### src/rtl/mem_arb_pkg.sv
// Shared types and helpers for the instruction/data memory arbiter.
//   owner_t        : which requester owns the read response due next cycle
//   run_cnt_width  : width of the consecutive-data-grant counter
package mem_arb_pkg;

    typedef enum logic [1:0] {
        OwnNone,
        OwnIf,
        OwnDrd
    } owner_t;

    // Enough bits to hold 0..max_run inclusive; never narrower than one bit.
    function automatic int unsigned run_cnt_width(input int unsigned max_run);
        return (max_run < 1) ? 1 : $clog2(max_run + 1);
    endfunction

endpackage

### src/rtl/mem_arb_prio.sv
// Grant decision for the shared RAM: data wins by default, but after
// MAX_DATA_RUN consecutive data grants with fetch waiting, fetch is granted.
// Ports:
//   clk_i, rst_ni         clock, asynchronous active-low reset
//   if_req_i, d_req_i     fetch / data requests
//   if_gnt_o, d_gnt_o     one-hot (or zero) grants for this cycle
module mem_arb_prio
    import mem_arb_pkg::*;
#(
    parameter int unsigned MAX_DATA_RUN = 4
) (
    input  logic clk_i,
    input  logic rst_ni,
    input  logic if_req_i,
    input  logic d_req_i,
    output logic if_gnt_o,
    output logic d_gnt_o
);

    localparam int unsigned CntW = run_cnt_width(MAX_DATA_RUN);
    localparam logic [CntW-1:0] RunMax = CntW'(MAX_DATA_RUN);

    logic [CntW-1:0] run_cnt_q, run_cnt_d;
    logic            at_limit;
    logic            d_gnt;

    assign at_limit = (run_cnt_q >= RunMax);

    always_comb begin
        // Data yields only when fetch is waiting and the run budget is spent.
        d_gnt     = d_req_i & ~(if_req_i & at_limit);
        run_cnt_d = '0;
        if (d_gnt && if_req_i) begin
            run_cnt_d = at_limit ? run_cnt_q : run_cnt_q + 1'b1;
        end
    end

    assign d_gnt_o  = d_gnt;
    assign if_gnt_o = if_req_i & ~d_gnt;

    always_ff @(posedge clk_i or negedge rst_ni) begin
        if (!rst_ni) begin
            run_cnt_q <= '0;
        end else begin
            run_cnt_q <= run_cnt_d;
        end
    end

endmodule

### src/rtl/mem_arbiter.sv
// Shares one single-port synchronous RAM between the instruction-fetch port
// and the load/store port. Read data (one-cycle latency) is steered back to
// whichever requester owned the previous grant.
// Ports:
//   clk_i, rst_ni                              clock, async active-low reset
//   if_req_i/if_addr_i/if_flush_i              fetch request, address, flush
//   if_gnt_o/if_rvalid_o/if_rdata_o            fetch grant and response
//   d_req_i/d_we_i/d_be_i/d_addr_i/d_wdata_i   data request
//   d_gnt_o/d_rvalid_o/d_rdata_o               data grant and load response
//   mem_en_o/mem_we_o/mem_be_o/mem_addr_o/mem_wdata_o, mem_rdata_i   RAM side
//   stall_fetch_o/stall_mem_o                  hold requests to hazard unit
module mem_arbiter
    import mem_arb_pkg::*;
#(
    parameter int unsigned XLEN         = 32,
    parameter int unsigned ADDR_WIDTH   = 8,
    parameter int unsigned MAX_DATA_RUN = 4
) (
    input  logic                  clk_i,
    input  logic                  rst_ni,

    input  logic                  if_req_i,
    input  logic [ADDR_WIDTH-1:0] if_addr_i,
    input  logic                  if_flush_i,
    output logic                  if_gnt_o,
    output logic                  if_rvalid_o,
    output logic [XLEN-1:0]       if_rdata_o,

    input  logic                  d_req_i,
    input  logic                  d_we_i,
    input  logic [XLEN/8-1:0]     d_be_i,
    input  logic [ADDR_WIDTH-1:0] d_addr_i,
    input  logic [XLEN-1:0]       d_wdata_i,
    output logic                  d_gnt_o,
    output logic                  d_rvalid_o,
    output logic [XLEN-1:0]       d_rdata_o,

    output logic                  mem_en_o,
    output logic                  mem_we_o,
    output logic [XLEN/8-1:0]     mem_be_o,
    output logic [ADDR_WIDTH-1:0] mem_addr_o,
    output logic [XLEN-1:0]       mem_wdata_o,
    input  logic [XLEN-1:0]       mem_rdata_i,

    output logic                  stall_fetch_o,
    output logic                  stall_mem_o
);

    owner_t owner_q, owner_d;
    logic   if_gnt, d_gnt;

    mem_arb_prio #(
        .MAX_DATA_RUN (MAX_DATA_RUN)
    ) u_prio (
        .clk_i    (clk_i),
        .rst_ni   (rst_ni),
        .if_req_i (if_req_i),
        .d_req_i  (d_req_i),
        .if_gnt_o (if_gnt),
        .d_gnt_o  (d_gnt)
    );

    // Owner of the response due next cycle. if_flush only masks the response
    // returning in the flush cycle; a fetch granted in that same cycle is the
    // redirect target and must come back normally.
    always_comb begin
        owner_d = OwnNone;
        if (if_gnt) begin
            owner_d = OwnIf;
        end else if (d_gnt && !d_we_i) begin
            owner_d = OwnDrd;
        end
    end

    always_ff @(posedge clk_i or negedge rst_ni) begin
        if (!rst_ni) begin
            owner_q <= OwnNone;
        end else begin
            owner_q <= owner_d;
        end
    end

    always_comb begin
        mem_en_o    = 1'b0;
        mem_we_o    = 1'b0;
        mem_be_o    = '0;
        mem_addr_o  = '0;
        mem_wdata_o = '0;
        if (d_gnt) begin
            mem_en_o    = 1'b1;
            mem_we_o    = d_we_i;
            mem_be_o    = d_be_i;
            mem_addr_o  = d_addr_i;
            mem_wdata_o = d_wdata_i;
        end else if (if_gnt) begin
            mem_en_o   = 1'b1;
            mem_be_o   = '1;
            mem_addr_o = if_addr_i;
        end
    end

    assign if_gnt_o    = if_gnt;
    assign d_gnt_o     = d_gnt;

    assign if_rvalid_o = (owner_q == OwnIf) & ~if_flush_i;
    assign d_rvalid_o  = (owner_q == OwnDrd);
    assign if_rdata_o  = if_rvalid_o ? mem_rdata_i : '0;
    assign d_rdata_o   = d_rvalid_o ? mem_rdata_i : '0;

    assign stall_fetch_o = if_req_i & ~if_gnt;
    assign stall_mem_o   = d_req_i & ~d_gnt;

endmodule
### config.mk
export PLATFORM = sky130hd
export DESIGN_NAME = mem_arbiter
export DESIGN_NICKNAME = d
export VERILOG_FILES = /design/src/rtl/mem_arb_pkg.sv /design/src/rtl/mem_arb_prio.sv /design/src/rtl/mem_arbiter.sv
export SDC_FILE = /design/constraint.sdc
export NUM_CORES = 1
export LEC_CHECK = 0
export ABC_AREA = 1
export CAP_MARGIN = 5
export CORE_AREA = 2 2 80 82
export CTS_CLUSTER_DIAMETER = 200
export DETAILED_ROUTE_END_ITERATION = 10
export DIE_AREA = 0 0 82 84
export GPL_TIMING_DRIVEN = 0
export PLACE_DENSITY_LB_ADDON = 0.25
export SYNTH_ARGS = -nofsm -noshare
export SYNTH_HDL_FRONTEND = slang
export SYNTH_HIERARCHICAL = 1
export SYNTH_SLANG_ARGS = --single-unit
### constraint.sdc
create_clock -name clk_i -period 2.3 [get_ports clk_i]
set_input_delay 0.23 -clock clk_i [delete_from_list [all_inputs] [get_ports clk_i]]
set_output_delay 0.23 -clock clk_i [all_outputs]
set_load 0.02 [all_outputs]
== Word level (Yosys, flattened, before mapping) ==
Cells that the tools add are included.
Word-level totals
  register bits: 5
  word-level logic and storage cells: 34
Operators by class
  add/subtract/negate cells: 1
  order comparisons: 1
  eq/ne operators: 3
  mux-type cells: 14
  bitwise logic cells: 10
  reduce and logical (&&, ||, !) cells: 3
Operator list (number)
  $mux 32: 3
  $mux 8: 2
  $mux 4: 2
  $and 1x1->1: 6
  $mux 3: 2
  $mux 2: 2
  $not 1->1: 4
  $add 3x1->3 const B: 1
  $ge 3x3->1 const B: 1
  $mux 1: 3
  $eq 2x1->1 const B: 1
  $eq 2x2->1 const B: 1
  $logic_and 1x1->1: 2
  $ne 2x2->1 const B: 1
  $logic_not 1->1: 1

== Longest topological paths before layout ==
  word-level depth: 8
  mapped depth: 5
  gate-level depth less buffers: 4

== By module ==
Netlist, hierarchy kept.
Modules (own cells, without submodules)
  mem_arbiter: instances 1, cells an instance 222, area an instance 1056.0 µm², seq. area each 50.0 µm²
  mem_arb_prio: instances 1, cells an instance 16, area an instance 150.1 µm², seq. area each 75.1 µm²

== Least setup slack after synthesis ==
OpenSTA, ideal clock, no wires.
  kind: reg-to-output
  start: register u_prio.run_cnt_q[2]
  end: output port mem_wdata_o[16]
  arrival: 1.682 ns
  data required time: 2.070 ns
  path slack: 0.388 ns
  stages on the path, launching flop included: 6
  buffers on the path: 2
  path through: dfrtp_1 a21boi_0 buf_4 buf_4 nand2_1 inv_1
Between the ends
  word-level cells in the longest chain between the ends: 5
Ends and longest elaborated chain
  start: declaration: line mem_arb_prio.sv:23  | logic [CntW-1:0] run_cnt_q, run_cnt_d;
  start signal: assignment: line mem_arb_prio.sv:45  | run_cnt_q <= run_cnt_d;
  $ge 3x3->1: line mem_arb_prio.sv:27  | assign at_limit = (run_cnt_q >= RunMax);
  $and 1x1->1: line mem_arb_prio.sv:31  | d_gnt = d_req_i & ~(if_req_i & at_limit);
  $not 1->1: line mem_arb_prio.sv:31
  $and 1x1->1: line mem_arb_prio.sv:31
  named net d_gnt_o: line mem_arbiter.sv:34  | output logic d_gnt_o,
  $mux 32: line mem_arbiter.sv:89  | if (d_gnt) begin
  end: declaration: line mem_arbiter.sv:42  | output logic [XLEN-1:0] mem_wdata_o,
The timed path passes the listed nets, and every way through them passes these cells.

== Final worst setup path ==
  start: input port d_req_i
  end: output port mem_en_o
Between the ends
  word-level cells in the longest chain between the ends: 5
Ends and longest elaborated chain
  start: declaration: line mem_arbiter.sv:29  | input logic d_req_i,
  $and 1x1->1 (*): line mem_arb_prio.sv:31
  $not 1->1: line mem_arb_prio.sv:39  | assign if_gnt_o = if_req_i & ~d_gnt;
  $and 1x1->1: line mem_arb_prio.sv:39
  $mux 1: line mem_arbiter.sv:95  | end else if (if_gnt) begin
  $mux 1 (*): line mem_arbiter.sv:89
  end: declaration: line mem_arbiter.sv:38  | output logic mem_en_o,
Mark *: on every way between the ends. The rest lies on a longest branch, timed or not.

==> out/qor.csv <==
metric,value,unit
outcome,"finished, final reports clean",
Synth Area per Inst,5.068,um^2
CP endpoint kind,output port,
Yosys top cell area share,0.2303,
Mapped Cells,238,
clock sinks,5,
Most common cell on crit path,clkdlybuf4s50_1,
peak supply drop,171.0,uV
cell taking the most area after synthesis,inv_1,
cell area after placement,0.003354,mm^2
CTS Buf Count,3,
Syn Nets,330,
DR iter-0 viols,20,
TritonRoute pass-1 iters,4,
vias per cell,3.933,
RSZ-0062 raised after global routing,no,
die area,0.006888,mm^2
reg2reg setup slack,1.22,ns
Antenna Nets Post-Route,0,
I/O Buffers,205,
routed wire length,5800,um
CP arrival,1.99,ns
fill count,621,
CORE AREA,0.006096,mm^2
Critical path destination,mem_en_o,
Skew-Pair Late Insertion Delay,0.22,ns
"non-filler cells, final",524,
element type at the critical path start,input port,
n_diodes,0,
"Max FO, Critical Path",10,
area of the multi-input gates,704.4,um^2
period utilisation layout,0.9655,
Yosys cell types,17,
clk_skew,0.0003671,ns
"commonest non-fill, non-tap cell in the layout",clkdlybuf4s50_1,
layout net count,540,
Final Cell Area,0.003433,mm^2
worst r2r path cells,4,
HP Class,input port to async pin,
CTS tree,done,
largest net degree at the start of global routing,11,
Reg-to-Reg Start,u_prio/run_cnt_q[2],
Storage cell area,125.1,um^2
vias,2061,
H-tree levels,1,
Synth warnings,6,
register bit total from synthesis,5,
endpoints failing hold,0,
worst r2r dst,owner_q[1],
P_leak,0.002054,uW
first-pass GRT wire length,8618,um
"Slowest-stage cell, CP",clkdlybuf4s50_1,
headroom to the max-slew limit,0.8238,
Clock Path Buffers,2,
I/O pins,206,
MaxCap Viol Count,0,
final setup fails,0,
critical path launch point,d_req_i,
grt total ovfl,0,
Hold WS,0.2291,ns
GP Congestion,0.7029,
GRT Overall Usage,0.1567,
top achievable clock speed,450.3,MHz
DPL Wire Length,5202,um
slew at the pin closest to its max-slew limit,0.2639,ns
synth top area cells,"inv_1, nand2_1, nor2_2, nor2_1, dfrtp_1",
crit path cell chain,"clkdlybuf4s50_1, a21boi_4, buf_4, or2_2, clkdlybuf4s50_1",
sequential area share after synthesis,0.1037,
Area growth syn-to-layout,184.6,%
row cnt,29,
"CTS clk-pin slew, worst paths",0.03,ns
"commonest cells after routing, fill and taps aside","clkdlybuf4s50_1, inv_1, nand2_1",
post-layout minimum cycle time,2.221,ns
Mapped Area,0.001206,mm^2
DRC viols,0,
initial core utilization,0.1979,
CTS Root Cell,clkbuf_8,
Crit path required time,2.07,ns
Die Ht,84,um
vias in the first global route,1992,
Die W,82,um
DP Cell Count,520,
Routed wire per std cell,11.07,um
worst setup path class,input port to output port,
layout cell share with drive strength beyond 1,0.1230,
total power per unit cell area,236.3,mW/mm^2
Final Max Tran Viols,0,
worst stage delay on the critical path,0.61,ns
initial antenna violation count,0,
==> synth_stat cells, drive strengths merged <==
cell type and instances:
a21boi 2, buf 12, dfrtp 5, ha 2, inv 77, nand2 58
nand3 10, nor2 70, nor3 1, or2 1
==> state kept, by name (all words and copies together), names as in the netlist <==
register	flops
u_prio/run_cnt_q	3
owner_q	2
==> cell families after synthesis <==
| family | count (synthesis) | synth area share |
|---|---|---|
| and+or+nand+nor | 140 | 0.5322 |
| buffers and inverters | 89 | 0.3309 |
| DFF | 5 | 0.1037 |
| AOI/OAI and AO/OA | 2 | 0.01244 |
| adders and majority gates | 2 | 0.02074 |
==> power by group <==
group | internal, uW | switching [uW] | leakage (uW)
Sequential | 92.0 | 2.92 | 0.0000669
Clock | 119 | 41.4 | 0.0000228
Combinational | 297 | 259 | 0.00196
Total | 507 | 304 | 0.00205
==> worst min-delay path by stage <==
stage,from,to,cells past startpoint
finish,rst_ni,u_prio/run_cnt_q[1],1
global route,rst_ni,u_prio/run_cnt_q[1],1
CTS,rst_ni,u_prio/run_cnt_q[1],1
detailed placement,rst_ni,owner_q[1],1
global placement,u_prio/run_cnt_q[0],u_prio/run_cnt_q[0],1
floorplan,rst_ni,owner_q[0],0
==> per-stage QoR <==
stage / TNS [ns] / total power, uW / setup slack, ns / util
2_1_floorplan: 0 / 335.1 / 0.3876 / -
3_3_place_gp: -7.777 / 669.9 / -0.2260 / 0.5503
3_5_place_dp: -9.803 / 676.3 / -0.2699 / 0.5503
4_1_cts: -0.003062 / 825.5 / -0.003062 / 0.5558
5_1_grt: 0 / 868.2 / 0.005209 / 0.5632
6_report: 0 / 811.2 / 0.07945 / 0.5632
==> layout make-up <==
type,count,share of cell area
buffer,12,0.03280
tap,77,0.02806
sequential,5,0.03644
clock buffer,4,0.01312
inverter,77,0.08491
timing repair buffer,205,0.5995
multi-input combinational,144,0.2052
==> worst max-delay path: cells and delay by family <==
kind                   cells  cell delay [ns]
buffers and inverters      3             1.39
AOI/OAI and AO/OA          1             0.26
and+or+nand+nor            1             0.12
==> repair_timing <==
item                                    in CTS  in global routing
hold buffers                                 0                  0
setup buffers                                0                  0
gates resized for setup                     36                 18
endpoints found under the setup margin      48                 17
==> per-layer routing <==
metal | part of all wire | up-vias | global-route usage
met3 | 0.14 | 6 | 0.05628
met1 | 0.32 | 872 | 0.1351
met2 | 0.53 | 125 | 0.3222
met4 | 0.0083 | 0 | 0.03636
met5 | 0 | - | 0
li1 | - | 1058 | -
No activity file was read; power rests on OpenSTA's default activity.
